**config.mk**
```make
export PLATFORM = sky130hd
export DESIGN_NAME = crc_stream_engine
export DESIGN_NICKNAME = d
export VERILOG_FILES = /design/src/rtl/crc_pkg.sv /design/src/rtl/crc_comb_update.sv /design/src/rtl/crc_stream_engine.sv
export SDC_FILE = /design/constraint.sdc
export NUM_CORES = 1
export LEC_CHECK = 0
export ABC_CLOCK_PERIOD_IN_PS = 3600
export CAP_MARGIN = 20
export CORE_MARGIN = 8
export CORE_UTILIZATION = 25
export CTS_BUF_LIST = sky130_fd_sc_hd__clkbuf_4
export CTS_CLUSTER_SIZE = 25
export DETAILED_ROUTE_END_ITERATION = 8
export SLEW_MARGIN = 20
export SYNTH_ARGS = -nofsm -noshare
export SYNTH_HDL_FRONTEND = slang
export SYNTH_SLANG_ARGS = --single-unit
```
**constraint.sdc**
```tcl
create_clock -name clock -period 3.6 [get_ports clock]
set_clock_uncertainty 0.2 [all_clocks]
set_input_delay 0.36 -clock clock [delete_from_list [all_inputs] [get_ports clock]]
set_output_delay 0.36 -clock clock [all_outputs]
set_load 0.1 [all_outputs]
```
**src/rtl/crc_pkg.sv**
```systemverilog
// Shared types and bit-level helpers for the stream CRC engine and its
// combinational update network.
package crc_pkg;

    typedef enum logic {
        IDLE = 1'b0,
        BUSY = 1'b1
    } state_t;

    localparam logic [31:0] CRC8_POLY        = 32'h0000_0007;
    localparam logic [31:0] CRC16_CCITT_POLY = 32'h0000_1021;
    localparam logic [31:0] CRC32_POLY       = 32'h04C1_1DB7;

    // Reverse the low w bits of v; bits at w and above come back as zero.
    function automatic logic [63:0] bitrev(input logic [63:0] v, input int w);
        logic [63:0] r;
        r = '0;
        for (int i = 0; i < w; i++) begin
            r[i] = v[w-1-i];
        end
        return r;
    endfunction

    // One bit of the serial LFSR, computed on a 32-bit carrier and masked to w bits.
    function automatic logic [31:0] crc_step(input logic [31:0] crc, input logic d,
                                             input logic [31:0] poly, input int w);
        logic        fb;
        logic [31:0] mask;
        fb   = crc[w-1] ^ d;
        mask = (w >= 32) ? 32'hFFFF_FFFF : ((32'd1 << w) - 32'd1);
        return ((crc << 1) ^ (fb ? poly : 32'd0)) & mask;
    endfunction

endpackage

```
**src/rtl/crc_comb_update.sv**
```systemverilog
// Purely combinational DATA_W-bit CRC update: a chain of DATA_W single-bit
// LFSR steps, fed MSB first or LSB first.
module crc_comb_update #(
    parameter int          CRC_W      = 8,
    parameter logic [31:0] POLY       = 32'h07,
    parameter int          DATA_W     = 8,
    parameter bit          REFLECT_IN = 1'b0
) (
    input  logic [CRC_W-1:0]  crc_in,
    input  logic [DATA_W-1:0] data_in,
    output logic [CRC_W-1:0]  crc_out
);
    import crc_pkg::*;

    logic [31:0] stage [0:DATA_W];

    assign stage[0] = 32'(crc_in);

    for (genvar gi = 0; gi < DATA_W; gi++) begin : g_bit
        localparam int BIT_IDX = REFLECT_IN ? gi : (DATA_W - 1 - gi);
        assign stage[gi+1] = crc_step(stage[gi], data_in[BIT_IDX], POLY, CRC_W);
    end

    assign crc_out = stage[DATA_W][CRC_W-1:0];

endmodule

```
**src/rtl/crc_stream_engine.sv**
```systemverilog
// Frame-aware CRC generator/checker with valid/ready on the beat input and a
// single-entry registered result output.
module crc_stream_engine #(
    parameter int               CRC_W         = 8,
    parameter logic [CRC_W-1:0] POLY          = 'h07,
    parameter int               DATA_W        = 8,
    parameter logic [CRC_W-1:0] INIT          = 'h00,
    parameter logic [CRC_W-1:0] XOR_OUT       = 'h00,
    parameter bit               REFLECT_IN    = 1'b0,
    parameter bit               REFLECT_OUT   = 1'b0,
    parameter logic [CRC_W-1:0] CHECK_RESIDUE = 'h00,
    parameter int               LEN_W         = 16
) (
    input  logic              clock,
    input  logic              reset,
    input  logic [DATA_W-1:0] s_data,
    input  logic              s_valid,
    input  logic              s_last,
    output logic              s_ready,
    input  logic              check_mode,
    output logic [CRC_W-1:0]  res_crc,
    output logic              res_ok,
    output logic [LEN_W-1:0]  res_len,
    output logic              res_valid,
    input  logic              res_ready
);
    import crc_pkg::*;

    state_t             state_q, state_d;
    logic [CRC_W-1:0]   crc_q, crc_d;
    logic [LEN_W-1:0]   cnt_q, cnt_d;
    logic               chk_q, chk_d;
    logic               res_valid_q, res_valid_d;
    logic [CRC_W-1:0]   res_crc_q, res_crc_d;
    logic               res_ok_q, res_ok_d;
    logic [LEN_W-1:0]   res_len_q, res_len_d;

    logic [CRC_W-1:0]   next_crc;
    logic [LEN_W-1:0]   cnt_inc;
    logic               accept;
    logic               chk_cur;

    crc_comb_update #(
        .CRC_W      (CRC_W),
        .POLY       (32'(POLY)),
        .DATA_W     (DATA_W),
        .REFLECT_IN (REFLECT_IN)
    ) u_update (
        .crc_in  (crc_q),
        .data_in (s_data),
        .crc_out (next_crc)
    );

    assign s_ready = !res_valid_q || res_ready;
    assign accept  = s_valid && s_ready;
    assign cnt_inc = (cnt_q == {LEN_W{1'b1}}) ? cnt_q : cnt_q + LEN_W'(1);
    // check_mode only matters on the first beat; later beats use the latched copy.
    assign chk_cur = (state_q == IDLE) ? check_mode : chk_q;

    always_comb begin
        state_d     = state_q;
        crc_d       = crc_q;
        cnt_d       = cnt_q;
        chk_d       = chk_q;
        res_valid_d = res_valid_q && !res_ready;
        res_crc_d   = res_crc_q;
        res_ok_d    = res_ok_q;
        res_len_d   = res_len_q;
        if (accept) begin
            if (s_last) begin
                res_valid_d = 1'b1;
                res_crc_d   = XOR_OUT ^ (REFLECT_OUT ? CRC_W'(bitrev(64'(next_crc), CRC_W))
                                                     : next_crc);
                res_ok_d    = chk_cur && (next_crc == CHECK_RESIDUE);
                res_len_d   = cnt_inc;
                crc_d       = INIT;
                cnt_d       = '0;
                state_d     = IDLE;
            end else begin
                crc_d   = next_crc;
                cnt_d   = cnt_inc;
                chk_d   = chk_cur;
                state_d = BUSY;
            end
        end
    end

    always_ff @(posedge clock or posedge reset) begin
        if (reset) begin
            state_q     <= IDLE;
            crc_q       <= INIT;
            cnt_q       <= '0;
            chk_q       <= 1'b0;
            res_valid_q <= 1'b0;
            res_crc_q   <= '0;
            res_ok_q    <= 1'b0;
            res_len_q   <= '0;
        end else begin
            state_q     <= state_d;
            crc_q       <= crc_d;
            cnt_q       <= cnt_d;
            chk_q       <= chk_d;
            res_valid_q <= res_valid_d;
            res_crc_q   <= res_crc_d;
            res_ok_q    <= res_ok_d;
            res_len_q   <= res_len_d;
        end
    end

    assign res_valid = res_valid_q;
    assign res_crc   = res_crc_q;
    assign res_ok    = res_ok_q;
    assign res_len   = res_len_q;

endmodule

```
==> out/metrics.csv <==
metric,value,unit
Final ANT Viol Nets,0,
placed wire-length estimate after detailed placement,5326,µm
most numerous cell types in the synthesized netlist,"sky130_fd_sc_hd__dfrtp_1 (52), sky130_fd_sc_hd__nand2_1 (37), sky130_fd_sc_hd__o21ai_0 (23)",
cell type group with the largest total delay on the critical path,buffers and inverters,
synth unique cells,53,
number of DRC markers after the initial detailed-route iteration,194,
clk_lat worst skew,0.38,ns
# diodes,0,
largest net degree at the start of global routing,32,
number of warnings reported in the yosys synthesis log,0,
Fill cells,1217,
Yosys top cell by area,sky130_fd_sc_hd__dfrtp_1,
post-synthesis register bit count,52,
Max Fanout on Critical Path,2,
Final #Nets,345,
starting utilization of the core area,25.66,%
Critical Path Slowest Stage Cell,sky130_fd_sc_hd__clkdlybuf4s50_1,
peak per-stage delay on the critical path,1.15,ns
synthesized area,2930,µm²
width of the die,124.3,µm
H-tree lvl count,2,
worst path required time,3.04,ns
height of the chip,124.3,µm
routability congestion estimate,0.8027,
DRC violations left,0,
placed instance area,3446,µm²
leading cell type by number of instances after synthesis,sky130_fd_sc_hd__dfrtp_1,
via count of the first global-routing pass,2462,
total clock buffers created by CTS,5,
fraction of registers with async set/reset,100.0,%
share of total power in combinational logic,51.3,%
clk buf depth,2,
Resized Gates After CTS,0,
status,finished clean,
"EDFF count, synth",0,
class of the most critical hold timing path,in -> async,
"Period Utilization, post-route",69.50,%
VDD IR-drop max,0.4877,mV
Overall Global Routing Usage,9.875,%
remaining global-route overflow,0,
"critical path, cell by cell",clkdlybuf4s50_1,
sequential group share of total power,31.3,%
Max-Slew Margin vs Limit,33.87,%
utilization after layout,31.30,%
"CTS clk-pin slew, worst paths",0.16,ns
area grow syn2layout,21.95,%
Vias,2364,
Static Leak,1.452,nW
Sum Neg Setup Slack,0,ns
Site Rows,39,
net count after synthesis,313,
Worst Setup Path Type,reg -> out,
unrepaired setup endpoints after global routing,no,
least setup slack across all paths after layout,1.098,ns
summed area of non-filler cells in the final layout,3573,µm²
Tightest Pin Transition,0.9889,ns
# IOs,41,
share of Yosys cell area claimed by the top area cell type,44.41,%
internal power,1.483,mW
PD cells,777.7,nW/µm²
average size of a mapped cell,9.866,µm²
TritonCTS clock tree,done,
count of input and output buffers,40,
Hold Buf Count CTS,0,
wire length of the first global-routing pass,12940,µm
Num Clock Sinks,52,
share of post-route cells with drive strength above 1,9.394,%
Sw Ratio,46.63,%
die outline area,15440,µm²
net load switching power,1.296,mW
final setup violation count,0,
"Buf+Inv Stages, Crit Path",1,
worst hold slack after final layout,0.08970,ns
minimum setup slack among reg-to-reg paths,1.35,ns
"Hold Violations, Final",0,
CP endpoint kind,output pin,
kind of start point of the critical path,flip-flop,
register area share after synthesis,44.41,%
largest cells by area after synthesis,"sky130_fd_sc_hd__dfrtp_1 (44%), sky130_fd_sc_hd__nand2_1 (4.7%), sky130_fd_sc_hd__o21ai_0 (3.9%)",
flip-flop cell with the highest count after synthesis,sky130_fd_sc_hd__dfrtp_1,
fmax,399.7,MHz
min Tclk post-route,2.502,ns
max-slew violation count,0,
buffer count from post-CTS setup fixing,0,
Pre-Repair DR Iteration Count,4,
average wire per standard cell,15.92,µm
CTS root buffer,sky130_fd_sc_hd__clkbuf_4,
part of the power in the clock network,17.4,%
antenna violations before repair,0,
maximum capacitance violations,0,
Post-Synthesis Cells,297,
worst slack at placement,1.014,ns
area of the core,11420,µm²
detailed-route wire length,7529,µm
arrival time of the worst setup path,1.94,ns
mean number of vias per cell,4.998,
==> flip-flops by register name, indices dropped and copies added (netlist names) <==
name / count
res_len: 16
res_ok: 1
res_valid: 1
cnt_q: 16
crc_q: 8
state_q: 1
res_crc: 8
chk_q: 1
==> layout make-up <==
cell class                      count  area [µm²]  share of cell area (%)
Inverter                            5       18.77                  0.5252
Clock buffer                        5       37.54                   1.050
Sequential cell                    52        1301                   36.41
Clock inverter                      3       90.09                   2.521
Timing Repair Buffer               44       427.9                   11.97
Tap cell                          143       178.9                   5.007
Multi-Input combinational cell    221        1519                   42.51
==> kinds of logic after synthesis <==
logic type	share of synthesized area [%]
mux	2.946
buf+inv	3.757
simple gates	20.88
xor+xnor	11.02
fa+ha+maj	0.8538
compound gates	16.14
flops	44.41
==> routing by layer <==
layer | vias to the layer above | wire length [µm] | GRT usage [%]
li1 | 1147 | - | -
met1 | 1157 | 3503 | 12.61
met2 | 55 | 3586 | 15.99
met3 | 5 | 369 | 2.638
met4 | 0 | 70 | 2.693
met5 | - | 0 | 0
==> path summary, 6_finish.rpt <==
| check | from | endpoint | cells after the start |
|---|---|---|---|
| worst max-delay path | res_len[8] | res_len[8] | 1 |
| worst min-delay path | reset | res_len[8] | 2 |
| worst max register to register | cnt_q[0] | cnt_q[4] | 5 |
| worst min register to register | res_crc[7] | res_crc[7] | 2 |
| max in group asynchronous | reset | cnt_q[3] | 3 |
| min in group clock | res_crc[7] | res_crc[7] | 2 |
==> power groups by stage <==
stage	clock, mW	combinational [mW]	sequential, mW
after CTS	0.494	1.44	0.869
after detailed placement	0	1.44	0.882
after global routing	0.519	1.53	0.894
final	0.484	1.43	0.869
after global placement	0	1.44	0.878
after floorplan	0	0.596	1.39
==> cell usage in the layout (no fill, tap or decap), types with 3 or more instances in the layout <==
master | Yosys | routed
sky130_fd_sc_hd__clkdlybuf4s50_1 | 0 | 39
sky130_fd_sc_hd__or4_1 | 5 | 5
sky130_fd_sc_hd__mux2i_1 | 3 | 3
sky130_fd_sc_hd__nor2_1 | 21 | 21
sky130_fd_sc_hd__dfrtp_1 | 52 | 52
sky130_fd_sc_hd__or3_1 | 7 | 7
sky130_fd_sc_hd__mux2_2 | 5 | 5
sky130_fd_sc_hd__nor3_1 | 3 | 3
sky130_fd_sc_hd__inv_1 | 5 | 4
sky130_fd_sc_hd__and2_1 | 3 | 3
sky130_fd_sc_hd__and3_1 | 5 | 5
sky130_fd_sc_hd__o31ai_1 | 3 | 3
sky130_fd_sc_hd__o211ai_1 | 4 | 4
sky130_fd_sc_hd__clkbuf_4 | 0 | 5
sky130_fd_sc_hd__nor4_1 | 4 | 4
sky130_fd_sc_hd__xnor2_1 | 11 | 11
sky130_fd_sc_hd__a21oi_1 | 7 | 7
sky130_fd_sc_hd__nand2_1 | 37 | 37
sky130_fd_sc_hd__a31oi_1 | 9 | 9
sky130_fd_sc_hd__a22o_1 | 3 | 3
sky130_fd_sc_hd__o21ai_0 | 23 | 23
sky130_fd_sc_hd__and4_1 | 5 | 5
sky130_fd_sc_hd__bufinv_16 | 0 | 3
sky130_fd_sc_hd__buf_4 | 2 | 5
sky130_fd_sc_hd__xor2_1 | 7 | 7
sky130_fd_sc_hd__nand3_1 | 14 | 14
sky130_fd_sc_hd__xnor2_2 | 3 | 3
sky130_fd_sc_hd__nand4_1 | 5 | 5
==> per-stage QoR <==
| stage | total power [mW] | cells |
|---|---|---|
| after CTS | 2.808 | 473 |
| final | 2.779 | 473 |
| after global placement | 2.316 | 465 |
| after floorplan | 1.988 | 297 |
| after global routing | 2.944 | 473 |
| after detailed placement | 2.319 | 465 |
Note: power is estimated with default switching activity, not from simulation.
